==> config.mk <==
export PLATFORM = sky130hd
export DESIGN_NAME = alu_sequencer_flat
export DESIGN_NICKNAME = d
export VERILOG_FILES = /design/src/rtl/alu_sequencer_if.sv /design/src/rtl/alu_sequencer.sv /design/src/flat_wrapper.sv
export SDC_FILE = /design/constraint.sdc
export NUM_CORES = 1
export LEC_CHECK = 0
export ABC_AREA = 1
export BUFFER_PORTS_ARGS = -buffer_cell sky130_fd_sc_hd__buf_2
export CORE_AREA = 2 2 89 91
export DETAILED_ROUTE_END_ITERATION = 10
export DIE_AREA = 0 0 91 93
export PLACE_DENSITY = 0.54
export SLEW_MARGIN = 20
export SYNTH_ARGS = -nofsm -noshare
export SYNTH_HDL_FRONTEND = slang
export SYNTH_SLANG_ARGS = --single-unit
==> constraint.sdc <==
create_clock -name clk -period 4.2 [get_ports clk]
set_clock_uncertainty 0.2 [all_clocks]
set_input_delay 1.26 -clock clk [delete_from_list [all_inputs] [get_ports clk]]
set_output_delay 1.26 -clock clk [all_outputs]
set_load 0.02 [all_outputs]
==> src/rtl/alu_sequencer_if.sv <==
// Bundle of the sequencer's fetch, register-file, ALU-control and data-memory signals.
// master = sequencer side, slave = environment (memories, register file, ALU).
interface alu_sequencer_if #(
  parameter int PC_W = 8
);
  logic            run;
  logic            instr_req;
  logic [PC_W-1:0] instr_addr;
  logic            instr_ack;
  logic [15:0]     instr_data;
  logic [2:0]      rf_ra;
  logic [2:0]      rf_rb;
  logic [2:0]      rf_wa;
  logic            rf_we;
  logic [1:0]      alu_cond;
  logic [3:0]      alu_op;
  logic [6:0]      alu_ldsh;
  logic [3:0]      alu_flags;
  logic            mem_req;
  logic            mem_we;
  logic            mem_ack;
  logic [3:0]      flags;
  logic            busy;
  logic            halted;

  modport master (
    input  run, instr_ack, instr_data, alu_flags, mem_ack,
    output instr_req, instr_addr, rf_ra, rf_rb, rf_wa, rf_we,
           alu_cond, alu_op, alu_ldsh, mem_req, mem_we, flags, busy, halted
  );

  modport slave (
    output run, instr_ack, instr_data, alu_flags, mem_ack,
    input  instr_req, instr_addr, rf_ra, rf_rb, rf_wa, rf_we,
           alu_cond, alu_op, alu_ldsh, mem_req, mem_we, flags, busy, halted
  );
endinterface

==> src/rtl/alu_sequencer.sv <==
// Multi-cycle instruction sequencer: fetches 16-bit words, gates them on the
// {N,Z,C,V} condition, and steps the external ALU, data memory and register file.
//
// state  | meaning
// IDLE   | waiting for run
// FETCH  | instr_req held until instr_ack, IR captured on ack
// DECODE | register read addresses out, halt/condition decision
// EXEC   | ALU control driven, flags captured for ADD/SUB/MUL/CMP
// MEM    | mem_req held until mem_ack (LDR/STR)
// WB     | single-cycle register write-back
// HALT   | terminal until reset
module alu_sequencer #(
  parameter int PC_W = 8
) (
  input  logic           clk,
  input  logic           rst_n,
  alu_sequencer_if.master bus
);

  typedef enum logic [2:0] {
    IDLE   = 3'd0,
    FETCH  = 3'd1,
    DECODE = 3'd2,
    EXEC   = 3'd3,
    MEM    = 3'd4,
    WB     = 3'd5,
    HALT   = 3'd6
  } state_t;

  localparam logic [3:0] OP_ADD = 4'b0000;
  localparam logic [3:0] OP_SUB = 4'b0001;
  localparam logic [3:0] OP_MUL = 4'b0010;
  localparam logic [3:0] OP_CMP = 4'b1011;
  localparam logic [3:0] OP_LDR = 4'b1101;
  localparam logic [3:0] OP_STR = 4'b1110;
  localparam logic [3:0] OP_NOP = 4'b1111;
  localparam logic [15:0] IR_HALT = 16'hFFFF;

  state_t          state, state_nxt;
  logic [PC_W-1:0] pc;
  logic [15:0]     ir;
  logic [3:0]      flags_q;

  logic            pc_inc;
  logic            ir_load;
  logic            flags_load;
  logic            cond_ok;
  logic [3:0]      op;

  logic            instr_req;
  logic            mem_req;
  logic            mem_we;
  logic            rf_we;
  logic [2:0]      rf_wa;
  logic [2:0]      rf_ra;
  logic [2:0]      rf_rb;
  logic [3:0]      alu_op;
  logic [1:0]      alu_cond;
  logic [6:0]      alu_ldsh;

  assign op = ir[13:10];

  // flags_q is {N,Z,C,V}
  always_comb begin
    cond_ok = 1'b0;
    unique case (ir[15:14])
      2'b00: cond_ok = 1'b1;
      2'b01: cond_ok = flags_q[2];
      2'b10: cond_ok = ~flags_q[2];
      2'b11: cond_ok = flags_q[3] ^ flags_q[0];
      default: cond_ok = 1'b0;
    endcase
  end

  always_ff @(posedge clk or negedge rst_n) begin
    if (!rst_n) begin
      state <= IDLE;
    end else begin
      state <= state_nxt;
    end
  end

  always_comb begin
    state_nxt  = state;
    pc_inc     = 1'b0;
    ir_load    = 1'b0;
    flags_load = 1'b0;
    instr_req  = 1'b0;
    mem_req    = 1'b0;
    mem_we     = 1'b0;
    rf_we      = 1'b0;
    rf_wa      = 3'd0;
    rf_ra      = 3'd0;
    rf_rb      = 3'd0;
    alu_op     = OP_NOP;
    alu_cond   = 2'b00;
    alu_ldsh   = 7'd0;

    unique case (state)
      IDLE: begin
        if (bus.run) state_nxt = FETCH;
      end

      FETCH: begin
        instr_req = 1'b1;
        if (bus.instr_ack) begin
          ir_load   = 1'b1;
          state_nxt = DECODE;
        end
      end

      DECODE: begin
        rf_ra = ir[9:7];
        rf_rb = ir[6:4];
        if (ir == IR_HALT) begin
          state_nxt = HALT;
        end else if (cond_ok) begin
          state_nxt = EXEC;
        end else begin
          pc_inc    = 1'b1;
          state_nxt = FETCH;
        end
      end

      EXEC: begin
        rf_ra    = ir[9:7];
        rf_rb    = ir[6:4];
        alu_op   = op;
        alu_cond = ir[15:14];
        alu_ldsh = ir[6:0];
        flags_load = (op == OP_ADD) || (op == OP_SUB) ||
                     (op == OP_MUL) || (op == OP_CMP);
        if ((op == OP_LDR) || (op == OP_STR)) begin
          state_nxt = MEM;
        end else if ((op == OP_CMP) || (op == OP_NOP)) begin
          pc_inc    = 1'b1;
          state_nxt = FETCH;
        end else begin
          state_nxt = WB;
        end
      end

      MEM: begin
        rf_ra   = ir[9:7];
        rf_rb   = ir[6:4];
        mem_req = 1'b1;
        mem_we  = (op == OP_STR);
        if (bus.mem_ack) begin
          if (op == OP_STR) begin
            pc_inc    = 1'b1;
            state_nxt = FETCH;
          end else begin
            state_nxt = WB;
          end
        end
      end

      WB: begin
        rf_ra     = ir[9:7];
        rf_rb     = ir[6:4];
        alu_op    = op;
        alu_cond  = ir[15:14];
        alu_ldsh  = ir[6:0];
        rf_we     = 1'b1;
        rf_wa     = ir[9:7];
        pc_inc    = 1'b1;
        state_nxt = FETCH;
      end

      HALT: begin
        state_nxt = HALT;
      end

      default: begin
        state_nxt = IDLE;
      end
    endcase
  end

  // PC wraps naturally at PC_W bits
  always_ff @(posedge clk or negedge rst_n) begin
    if (!rst_n) begin
      pc      <= '0;
      ir      <= 16'h0000;
      flags_q <= 4'h0;
    end else begin
      if (pc_inc)     pc      <= pc + 1'b1;
      if (ir_load)    ir      <= bus.instr_data;
      if (flags_load) flags_q <= bus.alu_flags;
    end
  end

  assign bus.instr_req  = instr_req;
  assign bus.instr_addr = pc;
  assign bus.rf_ra      = rf_ra;
  assign bus.rf_rb      = rf_rb;
  assign bus.rf_wa      = rf_wa;
  assign bus.rf_we      = rf_we;
  assign bus.alu_cond   = alu_cond;
  assign bus.alu_op     = alu_op;
  assign bus.alu_ldsh   = alu_ldsh;
  assign bus.mem_req    = mem_req;
  assign bus.mem_we     = mem_we;
  assign bus.flags      = flags_q;
  assign bus.busy       = (state != IDLE) && (state != HALT);
  assign bus.halted     = (state == HALT);

endmodule

==> src/flat_wrapper.sv <==
// flat-port wrapper written by rule: the top's interface ports become plain ports
module alu_sequencer_flat 
#(
  parameter int PC_W = 8
)
  (clk, rst_n, bus_run, bus_instr_ack, bus_instr_data, bus_alu_flags, bus_mem_ack, bus_instr_req, bus_instr_addr, bus_rf_ra, bus_rf_rb, bus_rf_wa, bus_rf_we, bus_alu_cond, bus_alu_op, bus_alu_ldsh, bus_mem_req, bus_mem_we, bus_flags, bus_busy, bus_halted);
  alu_sequencer_if #(.PC_W(PC_W)) bus_i ();
  input  logic clk;
  input  logic rst_n;
  input wire logic [$bits(bus_i.run)-1:0] bus_run;
  input wire logic [$bits(bus_i.instr_ack)-1:0] bus_instr_ack;
  input wire logic [$bits(bus_i.instr_data)-1:0] bus_instr_data;
  input wire logic [$bits(bus_i.alu_flags)-1:0] bus_alu_flags;
  input wire logic [$bits(bus_i.mem_ack)-1:0] bus_mem_ack;
  output wire logic [$bits(bus_i.instr_req)-1:0] bus_instr_req;
  output wire logic [$bits(bus_i.instr_addr)-1:0] bus_instr_addr;
  output wire logic [$bits(bus_i.rf_ra)-1:0] bus_rf_ra;
  output wire logic [$bits(bus_i.rf_rb)-1:0] bus_rf_rb;
  output wire logic [$bits(bus_i.rf_wa)-1:0] bus_rf_wa;
  output wire logic [$bits(bus_i.rf_we)-1:0] bus_rf_we;
  output wire logic [$bits(bus_i.alu_cond)-1:0] bus_alu_cond;
  output wire logic [$bits(bus_i.alu_op)-1:0] bus_alu_op;
  output wire logic [$bits(bus_i.alu_ldsh)-1:0] bus_alu_ldsh;
  output wire logic [$bits(bus_i.mem_req)-1:0] bus_mem_req;
  output wire logic [$bits(bus_i.mem_we)-1:0] bus_mem_we;
  output wire logic [$bits(bus_i.flags)-1:0] bus_flags;
  output wire logic [$bits(bus_i.busy)-1:0] bus_busy;
  output wire logic [$bits(bus_i.halted)-1:0] bus_halted;
  assign bus_i.run = bus_run;
  assign bus_i.instr_ack = bus_instr_ack;
  assign bus_i.instr_data = bus_instr_data;
  assign bus_i.alu_flags = bus_alu_flags;
  assign bus_i.mem_ack = bus_mem_ack;
  assign bus_instr_req = bus_i.instr_req;
  assign bus_instr_addr = bus_i.instr_addr;
  assign bus_rf_ra = bus_i.rf_ra;
  assign bus_rf_rb = bus_i.rf_rb;
  assign bus_rf_wa = bus_i.rf_wa;
  assign bus_rf_we = bus_i.rf_we;
  assign bus_alu_cond = bus_i.alu_cond;
  assign bus_alu_op = bus_i.alu_op;
  assign bus_alu_ldsh = bus_i.alu_ldsh;
  assign bus_mem_req = bus_i.mem_req;
  assign bus_mem_we = bus_i.mem_we;
  assign bus_flags = bus_i.flags;
  assign bus_busy = bus_i.busy;
  assign bus_halted = bus_i.halted;
  alu_sequencer #(.PC_W(PC_W)) u_core (.clk(clk), .rst_n(rst_n), .bus(bus_i));
endmodule
Yosys cells after proc, flatten, opt, wreduce, memory -nomap -nowiden
Index checks and enable logic that the tools add are counted.
{"block": "totals", "latchBits": 0, "mem_bits_ro": 0, "output_inout_bits": 40, "wordCells": 70, "reg_bits": 31, "mem_bits_rw": 0, "mem_count": 0, "input_bits": 25}
{"block": "op_classes", "n_mul": 0, "mux": 30, "reduce_logical": 13, "div_mod_pow": 0, "n_eq_ne": 20, "n_addsub": 1, "bitwise_logic": 2, "magnitude_cmp": 0, "shift": 0}
{"cell": "3-bit 2-to-1 mux", "count": 10}
{"cell": "3-bit one-hot mux with 7 select lines", "count": 1}
{"cell": "16-bit equality test, second input constant", "count": 1}
{"cell": "4-bit equality test, second input constant", "count": 4}
{"cell": "1-bit 2-to-1 mux", "count": 13}
{"cell": "3-bit equality test, second input constant", "count": 3}
{"cell": "8-bit by 1-bit adder with 8-bit output, second input constant", "count": 1}
{"cell": "1-bit one-hot mux with 4 select lines", "count": 2}
{"cell": "7-bit 2-to-1 mux", "count": 1}
{"cell": "3-bit by 2-bit equality test with 1-bit output, second input constant", "count": 2}
{"cell": "2-bit != test, second input constant", "count": 3}
{"cell": "1-bit logical OR", "count": 5}
{"cell": "2-bit equality test, second input constant", "count": 2}
{"cell": "4-bit by 1-bit equality test with 1-bit output, second input constant", "count": 1}
{"cell": "4-bit by 2-bit equality test with 1-bit output, second input constant", "count": 1}
{"cell": "4-bit zero test", "count": 1}
{"cell": "2-bit 2-to-1 mux", "count": 2}
{"cell": "4-bit 2-to-1 mux", "count": 1}
{"cell": "4-bit OR reduction", "count": 1}
{"cell": "3-bit by 1-bit equality test with 1-bit output, second input constant", "count": 1}
{"cell": "3-bit zero test", "count": 1}
{"cell": "3-bit != test, second input constant", "count": 1}
{"cell": "3-bit AND reduction", "count": 1}
{"cell": "3-bit nonzero test", "count": 1}
{"cell": "6 further kinds", "count": 6}

Logic depth before layout (Yosys ltp)
{"block": "depth", "depth_word": 5, "mapped_depth": 9, "mapped_depth_nobuf": 9}

Worst setup path after synthesis
Ideal clock, no wire load.
{"block": "synth_timing", "path_type": "flip-flop to output port", "start": "reg u_core.state[0]", "end": "out bus_alu_cond[0]", "stages_incl_launch_ff": 8, "path_slack_ns": 1.403, "arrival_ns": 1.337, "required_time_ns": 2.740, "path_buffers": 1, "cell_sequence": "dfrtp_1 > inv_2 > nor2_2 > nand2_2 > inv_1 > nor2_2 > buf_6 > nor2_1"}
{"block": "synth_between", "elab_chain_len": 3, "word_cells_on_any_way": 4, "classes_between": "2 x eq/ne; 1 x mux; 1 x reduce/logical"}
{"element": "from (decl)", "line": "alu_sequencer.sv:39", "text": "state_t state, state_nxt;"}
{"element": "from (signal assigned)", "line": "alu_sequencer.sv:79", "text": "state <= state_nxt;"}
{"element": "3-bit equality test / 3-bit by 2-bit equality test with 1-bit output (equally long branches)", "line": "alu_sequencer.sv:99", "text": "unique case (state)"}
{"element": "2-bit OR reduction (no line) (*)"}
{"element": "2-bit 2-to-1 mux (*)", "line": "alu_sequencer.sv:99"}
{"element": "to (decl)", "line": "flat_wrapper.sv:21", "text": "output wire logic [$bits(bus_i.alu_cond)-1:0] bus_alu_cond;"}
Mark *: on every way between the ends. The rest lies on a longest branch, timed or not.

Final worst setup path
{"block": "layout_timing", "start": "reg u_core.state[0]", "end": "out bus_rf_ra[1]"}
{"block": "layout_between", "elab_chain_len": 3, "word_cells_on_any_way": 6, "classes_between": "4 x eq/ne; 1 x mux; 1 x reduce/logical"}
{"element": "3-bit equality test / 3-bit by 2-bit equality test with 1-bit output (equally long branches)", "line": "alu_sequencer.sv:99"}
{"element": "4-bit OR reduction (no line) (*)"}
{"element": "3-bit 2-to-1 mux (*)", "line": "alu_sequencer.sv:99"}
{"element": "to (decl)", "line": "flat_wrapper.sv:17", "text": "output wire logic [$bits(bus_i.rf_ra)-1:0] bus_rf_ra;"}
Marked as above.

==> run metrics <==
status=finished clean; Hold Crit Class=reg -> reg; Req. time, crit path=between 2 and 3 ns; Post CTS Setup Buffer Count=0; worst setup path class=reg -> out; crit path launch type=register; Avg Inst Size Synth=7.21 µm²; CTS tree=done; synth warn=0; RSZ-0062 raised after global routing=false; Worst Tran Pin Value=roughly 0.72 ns; # DRC=0; syn_nets=around 280; CP bufs+invs=4; vias in the first global route=around 1,600; Synth area leaders=dfrtp_1 43%, nand2_1 13%, inv_1 8.4%; Max Root-Sink Buffers=2; I/O Buffers=between 60 and 70; number of cells on the critical path=9; Yosys reg bits=31; DP Area=2230 µm²; Initial Utilization=24.2%; power per cell area=742 nW/µm²; Via density=roughly 4; Max stage delay cell, worst path=dfrtp_1; crit share post-route=just over 80%; Critical Path Source=u_core.state[0]; initial DRC count=110; Overflow after GRT=0; diode count=0; Synth area leader=dfrtp_1; Avg WL per Cell=11.1 µm; Fin. Hold Viols=0; Syn Std Cell Area=between 1500 and 2000 µm²; Via Count=1,694; hold buffer count at CTS=0; Seq/Total Area, Yosys=42.6%; Pint=about 0.85 mW; Yosys cell types=26; power share of the clock group=13.8%; full die area=between 8000 and 9000 µm²; CTS root buffer=clkbuf_8; DRT Pass-1 Iters=4; min Tclk post-route=roughly 3.5 ns; switch share=between 50% and 60%; Post-CTS Resized=0; initial antenna violation count=0; Reg2Reg Depth=7; Clock Latency Late Sink=approximately 0.28 ns; pin count of the biggest net entering global routing=33; Place WS=around 0.97 ns; H-tree level count=2; share of the synthesized area in the top cell type=42.6%; core area=~7500 µm²; Area growth syn-to-layout=27.1%; DIE HEIGHT=93 µm; CP max FO=11; register share of total power=30.5%; Die X=91 µm; num rows=32; Post-Syn Instances=roughly 250; CTS Buf Count=5; Nets=roughly 350; gpl congestion=just over 0.8; ANT nets after route=0; Setup-failing EPs final=0; Sink Count=31; Max-Cap Viols=0; Reg clk slew, reported paths=roughly 0.06 ns; Worst R2R End=u_core.bus.instr_addr[2]; Cell Chain, Critical Path=inv_2, nor2_2, nand2_2, inv_1, nor2_2, nand3_2, nand2_1, inv_1, buf_2; final total power=roughly 1.7 mW; Post-Route Utilization=between 30% and 40%; Slew Limit Headroom=51.7%; Comb power frac=around 56%; Leak Pwr=1.41 nW; Highest Clock Rate=~0.29 GHz; Worst Setup End Kind=output port; reg-to-reg startpoint=u_core.bus.flags[0]; Psw=0.866 mW; fill count=886; Post-DP HPWL=approximately 3600 µm; Slew Limit Fails=0; reg2reg setup slack=roughly 2.6 ns; Setup crit end=bus_rf_ra[1]; I/O Pins=65; Setup WS post-layout=0.713 ns; Arr. time, crit path=~2.0 ns; first-pass GRT wire length=7790 µm; Max VDD drop=around 0.2 mV; fin area=2320 µm²; Final TNS setup=0 ns; WL final=between 4000 and 5000 µm; CP max stage delay=around 0.44 ns; fraction of layout cells with a size suffix above 1=between 30% and 40%; Total GRT Usage=a little under an eighth; cell family with most CP delay=simple AND/OR/NAND/NOR gates
-- logic make-up after synthesis --
family	Yosys count	synth area share (%)
and+or+nand+nor	135	33.2
buffers and inverters	52	12.2
DFF	31	42.6
AOI/OAI and AO/OA	28	8.51
xor gates and xnor gates	6	2.88
adders and majority gates	1	0.686
-- layer usage --
metal	GRT usage, %	wire length, µm	vias up
met3	2.98	309	4
met5	0	0	-
met4	3.66	52	0
li1	-	-	899
met1	16.7	2340	740
met2	16.7	1970	51
-- Yosys cell counts (all sizes together) --
master and number:
dfrtp 31, inv 47, nor4 1, ha 1, nand3b 1, a21oi 23, nand2 69, buf 4
xnor2 3, nand4 1, nor2 45, clkinv 1, xor2 3, o21ai 5, or2 1, nand3 17
-- state kept, by name, indices dropped and copies added (netlist names) --
| register | count |
|---|---|
| u_core.state | 3 |
| u_core.ir | 16 |
| u_core.bus.flags | 4 |
| u_core.bus.instr_addr | 8 |
-- per-stage QoR --
stage,hold WS [ns],cells
2_1_floorplan,0.306,253
3_3_place_gp,0.272,415
3_5_place_dp,0.283,415
4_1_cts,0.300,422
5_1_grt,0.318,422
6_report,0.293,422
-- cells in the final DEF (no fill, tap or decap), types with 2 or more instances in the layout --
cell type / count
nand2_4: 2
a21oi_2: 3
inv_1: 41
clkinv_2: 2
o21ai_0: 4
inv_2: 6
a21oi_1: 20
buf_2: 64
nand3_1: 14
nand2_2: 4
nor2_2: 4
nand2_1: 63
dfrtp_1: 31
nor2_1: 40
nand3_2: 2
xnor2_1: 3
xor2_1: 3
clkbuf_8: 6
-- cell type report --
type	count	area (µm²)	share of cell area, %
multi-input cells	170	825	35.6
flip-flops and latches	31	776	33.5
repair buffers	64	320	13.8
inverters	48	181	7.83
well taps	102	128	5.51
clock buffers	6	82.6	3.56
clock inverters	1	5.00	0.216
-- how the worst min path moves through the flow --
| stage | end | startpoint | slack, ns | cells after the start |
|---|---|---|---|---|
| floorplan | u_core.ir[0] | u_core.ir[0] | 0.31 | 2 |
| global route | u_core.bus.flags[1] | u_core.bus.flags[1] | 0.32 | 2 |
| global placement | u_core.bus.flags[1] | u_core.bus.flags[1] | 0.27 | 2 |
| CTS | u_core.bus.flags[1] | u_core.bus.flags[1] | 0.30 | 2 |
| detailed placement | u_core.bus.flags[1] | u_core.bus.flags[1] | 0.28 | 2 |
| finish | u_core.bus.flags[1] | u_core.bus.flags[1] | 0.29 | 2 |
-- tightest hold or removal path: cells and delay by family (launching register included) --
family           cells  cell delay [ns]
flip-flops           1             0.35
AND/OR/NAND/NOR      1             0.05
AO/OA/AOI/OAI        1             0.06
-- power groups by stage --
stage          logic [mW]  registers [mW]  clock network (mW)
6_report            0.957           0.524               0.238
5_1_grt              1.08           0.547               0.260
4_1_cts             0.973           0.526               0.251
3_5_place_dp        0.970           0.531                   0
3_3_place_gp        0.965           0.527                   0
2_1_floorplan       0.682           0.553                   0
Note: power is estimated with default switching activity, not from simulation.
